$ cat src/rtl/voice_allocator.sv
// voice_allocator
//   Shares a pool of NUM_VOICES oscillator voices among note-on/note-off events.
//   Each event goes through IDLE -> LOOKUP -> APPLY, so one event is accepted
//   every 3 cycles. Voice outputs and the pulses change on the edge leaving APPLY.
//
// Ports
//   clk, rst_n      clock and asynchronous active-low reset
//   ev_valid/ready  event handshake; ev_ready is high only in IDLE
//   ev_on           1 = note-on, 0 = note-off
//   ev_note         note identifier
//   ev_freq         frequency word for note-on (0 is rejected)
//   voice_freq      per-voice frequency; voice i at [i*FREQ_W +: FREQ_W]
//   voice_gate      per-voice key-held flag
//   voice_active    per-voice gated-or-releasing flag
//   steal_pulse     one cycle when a busy voice is reassigned
//   drop_pulse      one cycle when an event has no effect
module voice_allocator #(
    parameter int NUM_VOICES     = 4,
    parameter int NOTE_W         = 7,
    parameter int FREQ_W         = 12,
    parameter int RELEASE_CYCLES = 1000,
    parameter int AGE_W          = 16
) (
    input  logic                         clk,
    input  logic                         rst_n,
    input  logic                         ev_valid,
    output logic                         ev_ready,
    input  logic                         ev_on,
    input  logic [NOTE_W-1:0]            ev_note,
    input  logic [FREQ_W-1:0]            ev_freq,
    output logic [NUM_VOICES*FREQ_W-1:0] voice_freq,
    output logic [NUM_VOICES-1:0]        voice_gate,
    output logic [NUM_VOICES-1:0]        voice_active,
    output logic                         steal_pulse,
    output logic                         drop_pulse
);
    localparam int IDX_W = $clog2(NUM_VOICES);
    // The +2 keeps at least one bit and always leaves room for the load value.
    localparam int REL_W = $clog2(RELEASE_CYCLES + 2);
    localparam logic [REL_W-1:0]  REL_LOAD   = REL_W'(RELEASE_CYCLES);
    localparam logic [FREQ_W-1:0] RESET_FREQ = FREQ_W'(440);
    localparam logic [AGE_W-1:0]  AGE_MAX    = '1;

    typedef enum logic [1:0] {IDLE, LOOKUP, APPLY} state_t;

    state_t              state_q, state_d;
    logic                ev_on_q, ev_on_d;
    logic [NOTE_W-1:0]   ev_note_q, ev_note_d;
    logic [FREQ_W-1:0]   ev_freq_q, ev_freq_d;

    logic [IDX_W-1:0]    sel_idx_q, sel_idx_d;
    logic                sel_hit_q, sel_hit_d;
    logic                sel_steal_q, sel_steal_d;
    logic                sel_drop_q, sel_drop_d;

    logic [NOTE_W-1:0]   note_q [NUM_VOICES];
    logic [NOTE_W-1:0]   note_d [NUM_VOICES];
    logic [FREQ_W-1:0]   freq_q [NUM_VOICES];
    logic [FREQ_W-1:0]   freq_d [NUM_VOICES];
    logic [AGE_W-1:0]    age_q  [NUM_VOICES];
    logic [AGE_W-1:0]    age_d  [NUM_VOICES];
    logic [REL_W-1:0]    rel_q  [NUM_VOICES];
    logic [REL_W-1:0]    rel_d  [NUM_VOICES];
    logic [NUM_VOICES-1:0] gate_q, gate_d, active_q, active_d;
    logic                steal_q, steal_d, drop_q, drop_d;

    logic                match_found, free_found, off_found, rel_found, gat_found;
    logic [IDX_W-1:0]    match_idx, free_idx, off_idx, rel_idx, gat_idx;
    logic [AGE_W-1:0]    rel_age, gat_age;
    logic                cand_hit, cand_steal, cand_drop;
    logic [IDX_W-1:0]    cand_idx;

    // Candidate search. First-found flags give lowest-index priority; the strict
    // age comparison keeps the lowest index when ages tie.
    always_comb begin
        match_found = 1'b0; match_idx = '0;
        free_found  = 1'b0; free_idx  = '0;
        off_found   = 1'b0; off_idx   = '0;
        rel_found   = 1'b0; rel_idx   = '0; rel_age = '0;
        gat_found   = 1'b0; gat_idx   = '0; gat_age = '0;
        for (int i = 0; i < NUM_VOICES; i++) begin
            if (active_q[i] && note_q[i] == ev_note_q && !match_found) begin
                match_found = 1'b1;
                match_idx   = IDX_W'(i);
            end
            if (!active_q[i] && !free_found) begin
                free_found = 1'b1;
                free_idx   = IDX_W'(i);
            end
            if (gate_q[i] && note_q[i] == ev_note_q && !off_found) begin
                off_found = 1'b1;
                off_idx   = IDX_W'(i);
            end
            if (active_q[i] && !gate_q[i] && (!rel_found || age_q[i] > rel_age)) begin
                rel_found = 1'b1;
                rel_idx   = IDX_W'(i);
                rel_age   = age_q[i];
            end
            if (gate_q[i] && (!gat_found || age_q[i] > gat_age)) begin
                gat_found = 1'b1;
                gat_idx   = IDX_W'(i);
                gat_age   = age_q[i];
            end
        end

        cand_hit   = 1'b0;
        cand_steal = 1'b0;
        cand_drop  = 1'b0;
        cand_idx   = '0;
        if (ev_on_q) begin
            // A zero frequency would make the oscillator divide by zero.
            if (ev_freq_q == '0) begin
                cand_drop = 1'b1;
            end else if (match_found) begin
                cand_hit = 1'b1;
                cand_idx = match_idx;
            end else if (free_found) begin
                cand_hit = 1'b1;
                cand_idx = free_idx;
            end else begin
                // No free voice means every voice is active, so a gated
                // voice always exists when nothing is releasing.
                cand_hit   = 1'b1;
                cand_steal = 1'b1;
                cand_idx   = rel_found ? rel_idx : gat_idx;
            end
        end else if (off_found) begin
            cand_hit = 1'b1;
            cand_idx = off_idx;
        end else begin
            cand_drop = 1'b1;
        end
    end

    // Event FSM: latch in IDLE, register the candidates in LOOKUP, apply in APPLY.
    always_comb begin
        state_d     = state_q;
        ev_on_d     = ev_on_q;
        ev_note_d   = ev_note_q;
        ev_freq_d   = ev_freq_q;
        sel_idx_d   = sel_idx_q;
        sel_hit_d   = sel_hit_q;
        sel_steal_d = sel_steal_q;
        sel_drop_d  = sel_drop_q;
        ev_ready    = 1'b0;
        case (state_q)
            IDLE: begin
                ev_ready = 1'b1;
                if (ev_valid) begin
                    ev_on_d   = ev_on;
                    ev_note_d = ev_note;
                    ev_freq_d = ev_freq;
                    state_d   = LOOKUP;
                end
            end
            LOOKUP: begin
                sel_idx_d   = cand_idx;
                sel_hit_d   = cand_hit;
                sel_steal_d = cand_steal;
                sel_drop_d  = cand_drop;
                state_d     = APPLY;
            end
            APPLY:   state_d = IDLE;
            default: state_d = IDLE;
        endcase
    end

    // Per-voice ageing and release countdown, then the APPLY update on top so
    // that an event wins over a release expiring in the same cycle.
    always_comb begin
        steal_d  = (state_q == APPLY) && sel_steal_q;
        drop_d   = (state_q == APPLY) && sel_drop_q;
        gate_d   = gate_q;
        active_d = active_q;
        for (int i = 0; i < NUM_VOICES; i++) begin
            note_d[i] = note_q[i];
            freq_d[i] = freq_q[i];
            age_d[i]  = age_q[i];
            rel_d[i]  = rel_q[i];
            if (active_q[i]) begin
                if (age_q[i] != AGE_MAX) begin
                    age_d[i] = age_q[i] + AGE_W'(1);
                end
                if (!gate_q[i]) begin
                    if (rel_q[i] <= REL_W'(1)) begin
                        active_d[i] = 1'b0;
                        rel_d[i]    = '0;
                        age_d[i]    = '0;
                    end else begin
                        rel_d[i] = rel_q[i] - REL_W'(1);
                    end
                end
            end
            if (state_q == APPLY && sel_hit_q && sel_idx_q == IDX_W'(i)) begin
                if (ev_on_q) begin
                    note_d[i]   = ev_note_q;
                    freq_d[i]   = ev_freq_q;
                    gate_d[i]   = 1'b1;
                    active_d[i] = 1'b1;
                    age_d[i]    = '0;
                    rel_d[i]    = '0;
                end else begin
                    gate_d[i] = 1'b0;
                    rel_d[i]  = REL_LOAD;
                end
            end
        end
    end

    always_ff @(posedge clk or negedge rst_n) begin
        if (!rst_n) begin
            state_q     <= IDLE;
            ev_on_q     <= 1'b0;
            ev_note_q   <= '0;
            ev_freq_q   <= '0;
            sel_idx_q   <= '0;
            sel_hit_q   <= 1'b0;
            sel_steal_q <= 1'b0;
            sel_drop_q  <= 1'b0;
            gate_q      <= '0;
            active_q    <= '0;
            steal_q     <= 1'b0;
            drop_q      <= 1'b0;
            for (int i = 0; i < NUM_VOICES; i++) begin
                note_q[i] <= '0;
                freq_q[i] <= RESET_FREQ;
                age_q[i]  <= '0;
                rel_q[i]  <= '0;
            end
        end else begin
            state_q     <= state_d;
            ev_on_q     <= ev_on_d;
            ev_note_q   <= ev_note_d;
            ev_freq_q   <= ev_freq_d;
            sel_idx_q   <= sel_idx_d;
            sel_hit_q   <= sel_hit_d;
            sel_steal_q <= sel_steal_d;
            sel_drop_q  <= sel_drop_d;
            gate_q      <= gate_d;
            active_q    <= active_d;
            steal_q     <= steal_d;
            drop_q      <= drop_d;
            for (int i = 0; i < NUM_VOICES; i++) begin
                note_q[i] <= note_d[i];
                freq_q[i] <= freq_d[i];
                age_q[i]  <= age_d[i];
                rel_q[i]  <= rel_d[i];
            end
        end
    end

    always_comb begin
        voice_freq = '0;
        for (int i = 0; i < NUM_VOICES; i++) begin
            voice_freq[i*FREQ_W +: FREQ_W] = freq_q[i];
        end
    end

    assign voice_gate   = gate_q;
    assign voice_active = active_q;
    assign steal_pulse  = steal_q;
    assign drop_pulse   = drop_q;

endmodule

$ cat config.mk
export PLATFORM = sky130hd
export DESIGN_NAME = voice_allocator
export DESIGN_NICKNAME = d
export VERILOG_FILES = /design/src/rtl/voice_allocator.sv
export SDC_FILE = /design/constraint.sdc
export NUM_CORES = 1
export LEC_CHECK = 0
export ABC_AREA = 1
export BUFFER_PORTS_ARGS = -buffer_cell sky130_fd_sc_hd__buf_4
export CAP_MARGIN = 20
export CORE_MARGIN = 4
export CORE_UTILIZATION = 40
export CTS_BUF_LIST = sky130_fd_sc_hd__clkbuf_4 sky130_fd_sc_hd__clkbuf_8 sky130_fd_sc_hd__clkbuf_16
export DETAILED_ROUTE_END_ITERATION = 8
export PLACE_DENSITY = 0.62
export SLEW_MARGIN = 25
export SYNTH_ARGS = -nofsm -noshare
export SYNTH_HDL_FRONTEND = slang
export SYNTH_SLANG_ARGS = --single-unit
$ cat constraint.sdc
create_clock -name clk -period 5.46 [get_ports clk]
set_input_delay 0.819 -clock clk [delete_from_list [all_inputs] [get_ports clk]]
set_output_delay 0.819 -clock clk [all_outputs]
set_load 0.005 [all_outputs]
## Word-level counts from Yosys, hierarchy flattened

Cells that the tools add are included.

| word-level totals | value |
|---|---|
| flip-flop bits (word level) | 217 |
| input port bits | 23 |
| output and inout port bits | 59 |

| operators by class | value |
|---|---|
| order comparisons | 10 |
| reduce and logical (&&, ||, !) cells | 77 |
| add/subtract/negate cells | 8 |
| muxes and demuxes | 121 |
| equality and inequality tests | 18 |

Operator list:

| cell | number |
|---|---|
| $mux 16 | 30 |
| $mux 10 | 17 |
| $gt 16x16->1 | 6 |
| $add 16x1->16 const B | 4 |
| $ne 16x16->1 const B | 4 |
| $mux 1 | 56 |
| $le 10x1->1 const B | 4 |
| $sub 10x1->10 const B | 4 |
| $logic_and 1x1->1 | 34 |
| $mux 2 | 17 |
| $eq 7x7->1 | 4 |
| $logic_not 1->1 | 21 |
| $reduce_and 2->1 | 9 |
| $logic_not 12->1 | 1 |
| $ne 2x1->1 const B | 4 |
| $reduce_bool 2->1 | 4 |
| $eq 2x2->1 const B | 3 |
| $logic_or 1x1->1 | 6 |
| $eq 2x1->1 const B | 2 |
| $logic_not 2->1 | 2 |
| $pmux 2 s2 | 1 |
| $ne 2x2->1 const B | 1 |

## Logic depth before layout (Yosys ltp)

Gate-level depths: netlist of the first run.

| depth | value |
|---|---|
| word-level depth | 20 |
| mapped depth | 54 |
| gate-level depth less buffers | 51 |

## Worst setup path before layout of the first run

OpenSTA, ideal clock, no wires.

| path | value |
|---|---|
| kind | reg-to-reg |
| start point | reg active_q[0], in the netlist voice_active[0] |
| end point | reg sel_idx_q[0] |
| setup time | 123 ps |
| data required time | 5337 ps |
| buffers on the path | 3 |
| cell stages (with the launch flop) | 46 |
| slack | 275 ps |
| arrival | 5062 ps |
| path through | dfrtp_1 -> inv_2 -> nor2_4 -> clkbuf_1 -> nand2_1 -> ha_1 -> nand2_1 -> nor2_2 -> nand2_1 -> nor3_2 -> nand2_1 -> nand3_1 -> nand2_1 -> a21oi_2 -> inv_2 -> buf_2 -> nand2_1 -> o21ai_2 -> [10 not listed] -> nand2_1 -> o21ai_0 -> ha_1 -> a21o_1 -> nor2_1 -> nand2_1 -> nand2_1 -> nand2_1 -> nand2_1 -> nand2_1 -> nand2_1 -> nand2_1 -> nor2_1 -> nand3_1 -> nand2_1 -> nand2_1 -> nand2_1 -> a21oi_1 |

| on the way | value |
|---|---|
| word-level cells in the longest chain between the ends | 19 |
| elaborated cells on any way between the ends | 54 |

RTL lines:

| what | line | RTL |
|---|---|---|
| from (decl) | 64 | `logic [NUM_VOICES-1:0] gate_q, gate_d, active_q, active_d;` |
| from (signal assigned) | 240 | `active_q <= active_d;` |
| $logic_and 1x1->1 | 94 | `if (active_q[i] && !gate_q[i] && (!rel_found \|\| age_q[i] > rel_age)) begin` |
| $mux 16 / $mux 1 (equally long branches) | 94 |  |
| $gt 16x16->1 / $logic_not 1->1 (equally long branches) | 94 |  |
| $logic_or 1x1->1 | 94 |  |
| $logic_and 1x1->1 | 94 |  |
| $mux 16 / $mux 1 (equally long branches) | 94 |  |
| $gt 16x16->1 / $logic_not 1->1 (equally long branches) | 94 |  |
| $logic_or 1x1->1 | 94 |  |
| [3 not listed] | - |  |
| $logic_or 1x1->1 | 94 |  |
| $logic_and 1x1->1 | 94 |  |
| $mux 2 / $mux 1 (equally long branches) | 94 |  |
| $mux 2 | 125 | `cand_idx = rel_found ? rel_idx : gat_idx;` |
| $mux 2 | 117 | `end else if (free_found) begin` |
| $mux 2 * | 114 | `end else if (match_found) begin` |
| $mux 2 * | 112 | `if (ev_freq_q == '0) begin` |
| $mux 2 * | 110 | `if (ev_on_q) begin` |
| to (signal assigned) | 235 | `sel_idx_q <= sel_idx_d;` |
| to (decl) | 51 | `logic [IDX_W-1:0] sel_idx_q, sel_idx_d;` |

Every way passes the cells marked *; elsewhere a longest branch is shown, timed or not.
A chain may end at the register's enable or synchronous reset.

## Worst setup path after layout of the first run

| path | value |
|---|---|
| start point | reg gate_q[0], in the netlist voice_gate[0] |
| end point | reg sel_idx_q[0] |

| on the way | value |
|---|---|
| word-level cells in the longest chain between the ends | 20 |
| elaborated cells on any way between the ends | 65 |

RTL lines:

| what | line | RTL |
|---|---|---|
| from (decl) | 64 |  |
| from (signal assigned) | 239 | `gate_q <= gate_d;` |
| $logic_not 1->1 | - |  |
| $logic_and 1x1->1 | 94 |  |
| $mux 16 / $mux 1 (equally long branches) | 94 |  |
| $gt 16x16->1 / $logic_not 1->1 (equally long branches) | 94 |  |
| $logic_or 1x1->1 | 94 |  |
| $logic_and 1x1->1 | 94 |  |
| $mux 16 / $mux 1 (equally long branches) | 94 |  |
| $gt 16x16->1 / $logic_not 1->1 (equally long branches) | 94 |  |
| [4 not listed] | - |  |
| $logic_or 1x1->1 | 94 |  |
| $logic_and 1x1->1 | 94 |  |
| $mux 2 / $mux 1 (equally long branches) | 94 |  |
| $mux 2 | 125 |  |
| $mux 2 | 117 |  |
| $mux 2 | 114 |  |
| $mux 2 | 112 |  |
| $mux 2 * | 110 |  |

Marked as above.

==> results.md, run 1 <==
* Hold WS at ~0.12 ns
* Failing checks: negative setup slack
* Vias per inst at ~5.2
* Worst-path clk slew at 0.06 ns
* Setup crit start kind: flip-flop
* Max-slew violation count at 0
* Final wirelength at slightly below 40000 µm
* Initial antenna violation count at 0
* FF-to-FF setup slack at -0.10 ns
* TritonCTS clock tree: done
* Fin crit period at 5.56 ns
* Drt initial violations at 830
* Maxcap violations at 0
* # nets final at 2010
* Routed vias at roughly 12000
* Hold WC Path Type: in2async
* Layout area overhead at 24.1%
* # rows at 67
* Leak pwr at approximately 8.3 nW
* Most used DFF post-synth: dfrtp_1
* Syn Inst Count at 1729
* Fmax at between 0.15 and 0.2 GHz
* Worst clock skew at about 0.011 ns
* Ant diodes at 0
* Seq cells post-synth at 217
* Final worst slack at -0.105 ns
* Critical path arrival at ~6 ns
* Syn Area/Cell at 7.96 µm²
* Pre-CTS setup slack at -0.0672 ns
* Critical path peak fanout at 8
* Asr flop ratio synth at 1.00
* Syn Nets at around 1900
* Sequential element share of the synthesized area at 0.397
* Clock Tree Root: clkbuf_16
* Number of synthesized flops with an enable pin at 0
* # IOs at 82
* Die area at about 0.037 mm²
* Starting Density at 0.408
* WS Path Type: reg2reg
* Commonest non-fill, non-tap cell in the layout: nand2_1
* Peak VDD IR at 0.283 mV
* Tcrit/Tclk final at 1.02
* WL/cell at between 15 and 20 µm
* Detailed placer's ending HPWL at about 28000 µm
* Cell Pwr Density at around 520 mW/mm²
* Remaining antenna violation count at 0
* Critical Path End Type: flip-flop
* Total GRT Usage at 0.195
* Global-route wire length before repair at roughly 61000 µm
* Commonest non-fill, non-tap cells in the layout: 372 x nand2_1, 196 x dfrtp_1, 164 x inv_1, 156 x o21ai_0, 148 x buf_4
* Global route overflow at 0
* WP data required at 5.90 ns
* Max stage delay on crit path at about 0.50 ns
* H-tree lvl count at 1
* RSZ-0062 raised after global routing: true
* Status: finished with violations
* CP max stage cell: dfrtp_2
* Remaining DRCs at 0
* CTS max path bufs at 3
* Final setup vio count at 2
* Utilization after layout at 0.506
* Pin count of the biggest net entering global routing at ~130
* TritonCTS buffer count at 25
* Final hold vios at 0
* Yosys warns at 0
* Worst skew pair latency at around 0.55 ns
* Pwr Total at between 8 and 9 mW
* Die X at just under 200 µm
* GPL Wtd Cong at between 0.9 and 1
* Synth unique cells at 56
* Layout cell share with drive strength beyond 1 at 0.225
* Die Y at just under 200 µm
* Core area at about 0.034 mm²
* Pin slew with the least headroom to its limit at 0.934 ns
* Cts hold-fix bufs at 0
* Num Clock Sinks at approximately 220
* Most used cell, CP: nand2_1
* I/O Buffers at approximately 80
* Fill count at about 3200
* Iteration count of the initial detailed-routing pass at 5
* Rel. slew slack at 0.373
* Vias in the first global route at 11700
* Synth Cell Area at 0.0138 mm²
## Yosys cell counts, drive strengths merged (2+ instances only)
cell type | count | share of area
o21a | 5 | 0.0027
mux2 | 2 | 0.0022
clkbuf | 25 | 0.0068
inv | 185 | 0.050
nand3b | 2 | 0.0011
clkinv | 2 | 0.00064
nand3 | 57 | 0.023
dfstp | 20 | 0.038
o21bai | 3 | 0.0016
nor2 | 166 | 0.049
a21o | 5 | 0.0027
nor4 | 9 | 0.0041
nand4 | 22 | 0.011
o221ai | 13 | 0.0083
and2 | 2 | 0.00091
and3 | 2 | 0.00091
buf | 22 | 0.0092
o211ai | 3 | 0.0016
o211a | 2 | 0.0015
xnor2 | 17 | 0.011
dfrtp | 197 | 0.36
a31oi | 4 | 0.0029
a21oi | 78 | 0.029
ha | 108 | 0.098
o311ai | 3 | 0.0019
xor2 | 55 | 0.035
o21ai | 217 | 0.083
o22ai | 5 | 0.0023
nand2 | 423 | 0.12
a221oi | 6 | 0.0038
nor3 | 43 | 0.024
nor3b | 19 | 0.013
a22oi | 3 | 0.0024
## repair_timing
| action | in CTS | in global routing |
|---|---|---|
| gates cloned | 1 | 9 |
| gates resized for setup | 4 | 147 |
| buffers inserted | 2 | 15 |
| pin swaps | 1 | 71 |
| setup endpoints to repair | 2 | 2 |
## power by group
part	switching, mW	total, mW	internal, mW
sequential	0.505	2.67	2.17
clock	0.721	1.87	1.15
combinational	2.50	4.40	1.90
## cells by family (layout without fill, tap and decap cells)
| group | after synthesis | count (layout) | synth area share |
|---|---|---|---|
| and+or+nand+nor | 745 | 746 | 0.244 |
| AOI/OAI and AO/OA | 351 | 351 | 0.146 |
| buffers and inverters | 234 | 402 | 0.0671 |
| DFF | 217 | 217 | 0.397 |
| adders and majority gates | 108 | 108 | 0.0982 |
| xor gates and xnor gates | 72 | 72 | 0.0458 |
| muxes | 2 | 2 | 0.00218 |
## path summary, 6_finish.rpt
path                           startpoint             end  cells after the start
max                         voice_gate[0]    sel_idx_q[0]                     43
min                                 rst_n       age_q[57]                      1
max reg2reg                 voice_gate[0]    sel_idx_q[0]                     43
min reg2reg                voice_freq[32]  voice_freq[32]                      2
max in group asynchronous           rst_n        rel_q[8]                      3
min in group clk               ev_note[1]    ev_note_q[1]                      3
## state kept, by name, summed over array words and instances (netlist names), 2 cells and up
register      count
age_q            64
voice_freq       48
rel_q            40
note_q           28
ev_freq_q        12
ev_note_q         7
voice_active      4
voice_gate        4
sel_idx_q         2
state_q           2
## metal layers
metal	part of all wire	global-route usage	wire length (µm)	up-vias
met2	0.46	0.323	18000	326
met1	0.44	0.264	17300	5813
met3	0.073	0.0449	2840	56
met4	0.021	0.0420	814	0
li1	-	-	-	6038
met5	0	0	0	-
## critical path: cells and delay by family, from the launching register on
family	cells	cell delay, ns
AOI/OAI and AO/OA	4	0.44
buffers and inverters	4	0.58
adders and majority gates	3	0.86
and+or+nand+nor	32	3.06
DFF	1	0.50
## cell type report
class | instances | area, µm² | share of cell area
Inverter | 187 | 708 | 0.0415
Clock buffer | 32 | 703 | 0.0412
Tap cell | 448 | 561 | 0.0328
Sequential cell | 217 | 5460 | 0.320
Clock inverter | 14 | 216 | 0.0127
Multi-Input combinational cell | 1279 | 7950 | 0.466
Timing Repair inverter | 3 | 27.5 | 0.00161
Timing Repair Buffer | 166 | 1450 | 0.0847
## per-stage QoR
step / TNS, ns / cells / instance area (µm²)
2_1_floorplan: 0 / 1729 / 13800
3_3_place_gp: 0 / 2272 / 15200
3_5_place_dp: -0.104 / 2272 / 15200
4_1_cts: 0 / 2321 / 16200
5_1_grt: -0.940 / 2346 / 17100
6_report: -0.162 / 2346 / 17100
Power figures use the tool's default switching activity.
==> run 2, diff against run 1 <==
--- a/config.mk
+++ b/config.mk
@@ -12,7 +12,9 @@
 export CORE_UTILIZATION = 40
 export CTS_BUF_LIST = sky130_fd_sc_hd__clkbuf_4 sky130_fd_sc_hd__clkbuf_8 sky130_fd_sc_hd__clkbuf_16
 export DETAILED_ROUTE_END_ITERATION = 8
+export GPL_TIMING_DRIVEN = 0
 export PLACE_DENSITY = 0.62
+export RECOVER_POWER = 100
 export SLEW_MARGIN = 25
 export SYNTH_ARGS = -nofsm -noshare
 export SYNTH_HDL_FRONTEND = slang
==> results.md, run 2 (same netlist as run 1, synthesis figures left out) <==
* Worst-path clk slew at ~0.060 ns
* Final wirelength at around 39000 µm
* Critical path peak fanout at 7
* Worst skew pair latency at between 0.5 and 0.6 ns
* Clock Tree Root: clkbuf_16
* Pwr Total at slightly below 9 mW
* Commonest non-fill, non-tap cell in the layout: nand2_1
* Status: finished with violations
* Max-slew violation count at between 70 and 80
* Top reg by flops: age_q
* Global-route wire length before repair at ~64000 µm
* Starting Density at 0.408
* Pin slew with the least headroom to its limit at roughly 4 ns
* RSZ-0062 raised after global routing: true
* Drt initial violations at roughly 670
* Max stage delay on crit path at between 0.4 and 0.5 ns
* Cell Pwr Density at 520 mW/mm²
* FF-to-FF setup slack at -0.02 ns
* Die X at roughly 190 µm
* Detailed placer's ending HPWL at around 29000 µm
* Layout cell share with drive strength beyond 1 at 0.179
* Worst hold path cell count at 3
* Layout area overhead at 21.8%
* Worst Min Path Start: ev_on
* Placed instance area at 0.0150 mm²
* # IOs at between 80 and 90
* Fmax at 0.182 GHz
* H-tree lvl count at 1
* Failing checks: max-capacitance violations, max-slew violations, negative setup slack
* GPL Wtd Cong at 0.860
* TritonCTS buffer count at 25
* Max reg flops at 64
* Post-layout instance count excluding filler cells at ~2300
* Setup crit start kind: flip-flop
* Pin count of the biggest net entering global routing at 78
* Remaining antenna violation count at 0
* WL/cell at 16.8 µm
* Global route overflow at 0
* Final setup vio count at 1
* Remaining DRCs at 0
* R2r startpoint: voice_gate[0]
* CP max stage cell: dfrtp_2
* Maxcap violations at 1
* WS Path Type: reg2reg
* Vias in the first global route at 12300
* Hold WC Path Type: in2reg
* Rel. slew slack at -1.67
* Final hold vios at 0
* Final Cell Area at approximately 0.017 mm²
* Critical Path End Type: flip-flop
* Ant diodes at 0
* Initial antenna violation count at 0
* Worst hold endpoint: ev_on_q
* Peak VDD IR at approximately 0.27 mV
* Setup TNS at -0.0215 ns
* Utilization after layout at 0.497
* Critical path arrival at 5.92 ns
* Iteration count of the initial detailed-routing pass at 5
* Tcrit/Tclk final at 1.00
* I/O Buffers at roughly 80
* Fill count at 3275
* Final worst slack at -0.0215 ns
* Most used cell, CP: nand2_1
* # rows at 67
* Fin crit period at about 5.5 ns
* Total GRT Usage at 0.205
* Vias per inst at between 5 and 6
* Pre-CTS setup slack at -1.52 ns
* TritonCTS clock tree: done
* Worst clock skew at 0.0127 ns
* Hold WS at about 0.47 ns
* Core area at roughly 0.034 mm²
* R2r worst-path depth at 43
* Leak pwr at roughly 8.1 nW
* WP data required at approximately 5.9 ns
* Commonest non-fill, non-tap cells in the layout: 379 x nand2_1, 195 x dfrtp_1, 169 x inv_1, 144 x o21ai_0, 141 x nor2_1
* CTS max path bufs at 3
* Num Clock Sinks at approximately 220
* Placed Cells at 2260
* Die area at 0.0374 mm²
* # nets final at 2006
* R2r endpoint: sel_idx_q[0]
* Routed vias at about 12000
* Die Y at 193 µm
## run 2: per-layer routing
| metal | vias to the layer above | routed length [µm] | GRT usage |
|---|---|---|---|
| li1 | 6036 | - | - |
| met1 | 5830 | 17700 | 0.276 |
| met2 | 302 | 17900 | 0.332 |
| met3 | 71 | 2600 | 0.0531 |
| met4 | 0 | 1120 | 0.0540 |
| met5 | - | 0 | 0 |
## run 2: worst max path at each step
stage	start	end	slack, ns	cells past startpoint
after floorplan	voice_active[0]	sel_idx_q[0]	0.27	45
final	voice_gate[0]	sel_idx_q[0]	-0.02	43
after global routing	voice_gate[0]	sel_idx_q[0]	-0.45	48
after CTS	voice_gate[0]	sel_idx_q[0]	-0.07	45
after detailed placement	voice_active[0]	sel_idx_q[0]	-1.52	45
after global placement	voice_active[0]	sel_idx_q[0]	-1.48	45
## run 2: power by group
part | switching (mW) | internal [mW] | total, mW
clock network | 0.719 | 1.19 | 1.90
logic | 2.48 | 1.70 | 4.18
registers | 0.473 | 2.15 | 2.62
total | 3.67 | 5.04 | 8.71
## run 2: area by class of cell
cell class	count	area, µm²	share of cell area
multi-input cells	1278	7920	0.472
inverters	187	708	0.0423
repair buffers	119	846	0.0505
well taps	448	561	0.0334
flip-flops and latches	217	5460	0.326
plain buffers	47	338	0.0202
clock buffers	32	691	0.0412
clock inverters	14	243	0.0145
## run 2: timing repair
item                       4_1_cts  5_1_grt
pin swaps                       31       60
hold buffers                     0        0
setup endpoints to repair        2        2
resized for setup               98       94
cloned                           2        0
setup buffers                   22       12
## run 2: worst max-delay path, delay by kind of cell (launching register included)
kind,cells,cell delay [ns]
DFF,1,0.45
adders and majority gates,3,0.94
and+or+nand+nor,32,2.99
buffers and inverters,4,0.63
AOI/OAI and AO/OA,4,0.35
==> run 3, diff against run 2 <==
--- a/config.mk
+++ b/config.mk
@@ -6,7 +6,7 @@
 export NUM_CORES = 1
 export LEC_CHECK = 0
 export ABC_AREA = 1
-export BUFFER_PORTS_ARGS = -buffer_cell sky130_fd_sc_hd__buf_4
+export BUFFER_PORTS_ARGS = -buffer_cell sky130_fd_sc_hd__clkbuf_2
 export CAP_MARGIN = 20
 export CORE_MARGIN = 4
 export CORE_UTILIZATION = 40
@@ -15,6 +15,7 @@
 export GPL_TIMING_DRIVEN = 0
 export PLACE_DENSITY = 0.62
 export RECOVER_POWER = 100
+export SKIP_CTS_REPAIR_TIMING = 1
 export SLEW_MARGIN = 25
 export SYNTH_ARGS = -nofsm -noshare
 export SYNTH_HDL_FRONTEND = slang
==> results.md, run 3 (same netlist as run 1, synthesis figures left out) <==
* Status: finished with violations
* Failing checks: max-capacitance violations, max-slew violations, negative setup slack
* # IOs at 82
* Critical Path End Type: flip-flop
* TritonCTS buffer count at 26
* Remaining DRCs at 0
* WL/cell at 16.5 µm
* Max stage delay on crit path at between 0.4 and 0.5 ns
* GR peak layer: met2
* GPL Wtd Cong at 0.879
* GR Util met1 at 0.274
* Layout area overhead at 19.1%
* Initial antenna violation count at 0
* Clock Tree Root: clkbuf_16
* Vias per inst at around 5.2
* R2r endpoint: sel_idx_q[0]
* Placed instance area at 0.0148 mm²
* CP max stage cell: dfrtp_2
* Die area at between 0.03 and 0.04 mm²
* I/O Buffers at around 80
* Die Y at between 150 and 200 µm
* Commonest non-fill, non-tap cells in the layout: 390 x nand2_1, 195 x dfrtp_1, 168 x inv_1, 152 x o21ai_0, 141 x nor2_1
* Remaining antenna violation count at 0
* Total GRT Usage at 0.199
* Iteration count of the initial detailed-routing pass at 5
* Setup crit start kind: flip-flop
* Hold WC Path Type: reg2reg
* Ant diodes at 0
* Tcrit/Tclk final at 1.04
* Fmax at between 0.15 and 0.2 GHz
* CTS max path bufs at 3
* TritonCTS clock tree: done
* Commonest non-fill, non-tap cell in the layout: nand2_1
* WP data required at 5.88 ns
* FF-to-FF setup slack at -0.20 ns
* Rel. slew slack at -1.31
* Num Clock Sinks at about 220
* Worst clock skew at between 0.015 and 0.02 ns
* Worst Min Path Start: voice_freq[19]
* Fin crit period at 5.66 ns
* Leak pwr at 8.02 nW
* R2r startpoint: voice_active[0]
* Peak VDD IR at 0.288 mV
* R2r worst-path depth at 46
* Core area at 0.0337 mm²
* Worst-path clk slew at 0.06 ns
* Max reg flops at 64
* Worst skew pair latency at roughly 0.55 ns
* Final Cell Area at between 0.015 and 0.02 mm²
* Detailed placer's ending HPWL at between 20000 and 30000 µm
* Final worst slack at -0.202 ns
* # rows at 67
* Met2 Use GR at 0.319
* Cell Pwr Density at around 520 mW/mm²
* Final hold vios at 0
* Pin slew with the least headroom to its limit at 3.46 ns
* Pin count of the biggest net entering global routing at 83
* Maxcap violations at 2
* Met3 Track Usage GR at 0.0452
* Most used cell, CP: nand2_1
* Critical path arrival at just over 6 ns
* Die X at approximately 190 µm
* Max-slew violation count at 143
* Final wirelength at just under 40000 µm
* Worst hold path cell count at 2
* Final setup vio count at 2
* Critical path peak fanout at 7
* # nets final at ~2000
* H-tree lvl count at 1
* Global-route wire length before repair at 62300 µm
* Global route overflow at 0
* Vias in the first global route at around 12000
* WS Path Type: reg2reg
* Top reg by flops: age_q
* Starting Density at 0.408
* Layout cell share with drive strength beyond 1 at 0.174
* Utilization after layout at 0.486
* RSZ-0062 raised after global routing: true
* Drt initial violations at roughly 840
* Worst hold endpoint: voice_freq[19]
* Routed vias at between 10000 and 15000
==> run 3: per-layer routing <==
metal	up-vias	wire (µm)
met5	-	0
met4	0	891
met3	53	2650
met2	336	17500
met1	5789	17500
li1	6027	-
==> run 3: critical path, delay by kind of cell, from the launching register on <==
kind | cells | cell delay [ns]
flops | 1 | 0.42
simple gates | 32 | 2.83
fa+ha+maj | 3 | 0.91
compound gates | 5 | 0.47
buf+inv | 6 | 0.88
==> run 3: through the flow <==
| stage | instances | power, mW | setup TNS, ns | hold WS (ns) | worst slack (ns) |
|---|---|---|---|---|---|
| 3_5_place_dp | 2260 | 6.17 | -3.06 | 0.471 | -1.54 |
| 4_1_cts | 2307 | 8.18 | -3.10 | 0.282 | -1.57 |
| 3_3_place_gp | 2258 | 6.06 | -181.97 | 0.464 | -1.45 |
| 5_1_grt | 2338 | 9.29 | -31.62 | 0.481 | -0.536 |
| 6_report | 2338 | 8.54 | -0.396 | 0.478 | -0.202 |
| 2_1_floorplan | 1729 | 5.05 | 0 | 0.457 | 0.275 |
==> run 3: worst max path at each step <==
stage	cells after the start	slack (ns)	end	from
after floorplan	45	0.27	sel_idx_q[0]	voice_active[0]
after global placement	45	-1.45	sel_idx_q[0]	voice_active[0]
after detailed placement	45	-1.54	sel_idx_q[0]	voice_active[0]
after CTS	45	-1.57	sel_idx_q[0]	voice_active[0]
after global routing	45	-0.54	sel_idx_q[1]	voice_active[0]
final	46	-0.20	sel_idx_q[0]	voice_active[0]
==> run 3: area by class of cell <==
type,instances,area (µm²)
Inverter,187,708
Tap cell,448,561
Clock inverter,15,256
Clock buffer,32,727
Sequential cell,217,5460
Timing Repair Buffer,114,671
Fill cell,3283,17300
Buffer,47,313
Multi-Input combinational cell,1278,7690
==> run 3: report_power, final <==
group | internal (mW) | switching, mW | total [mW]
clock network | 1.23 | 0.726 | 1.96
registers | 2.17 | 0.477 | 2.65
logic | 1.56 | 2.38 | 3.94
total | 4.96 | 3.58 | 8.54
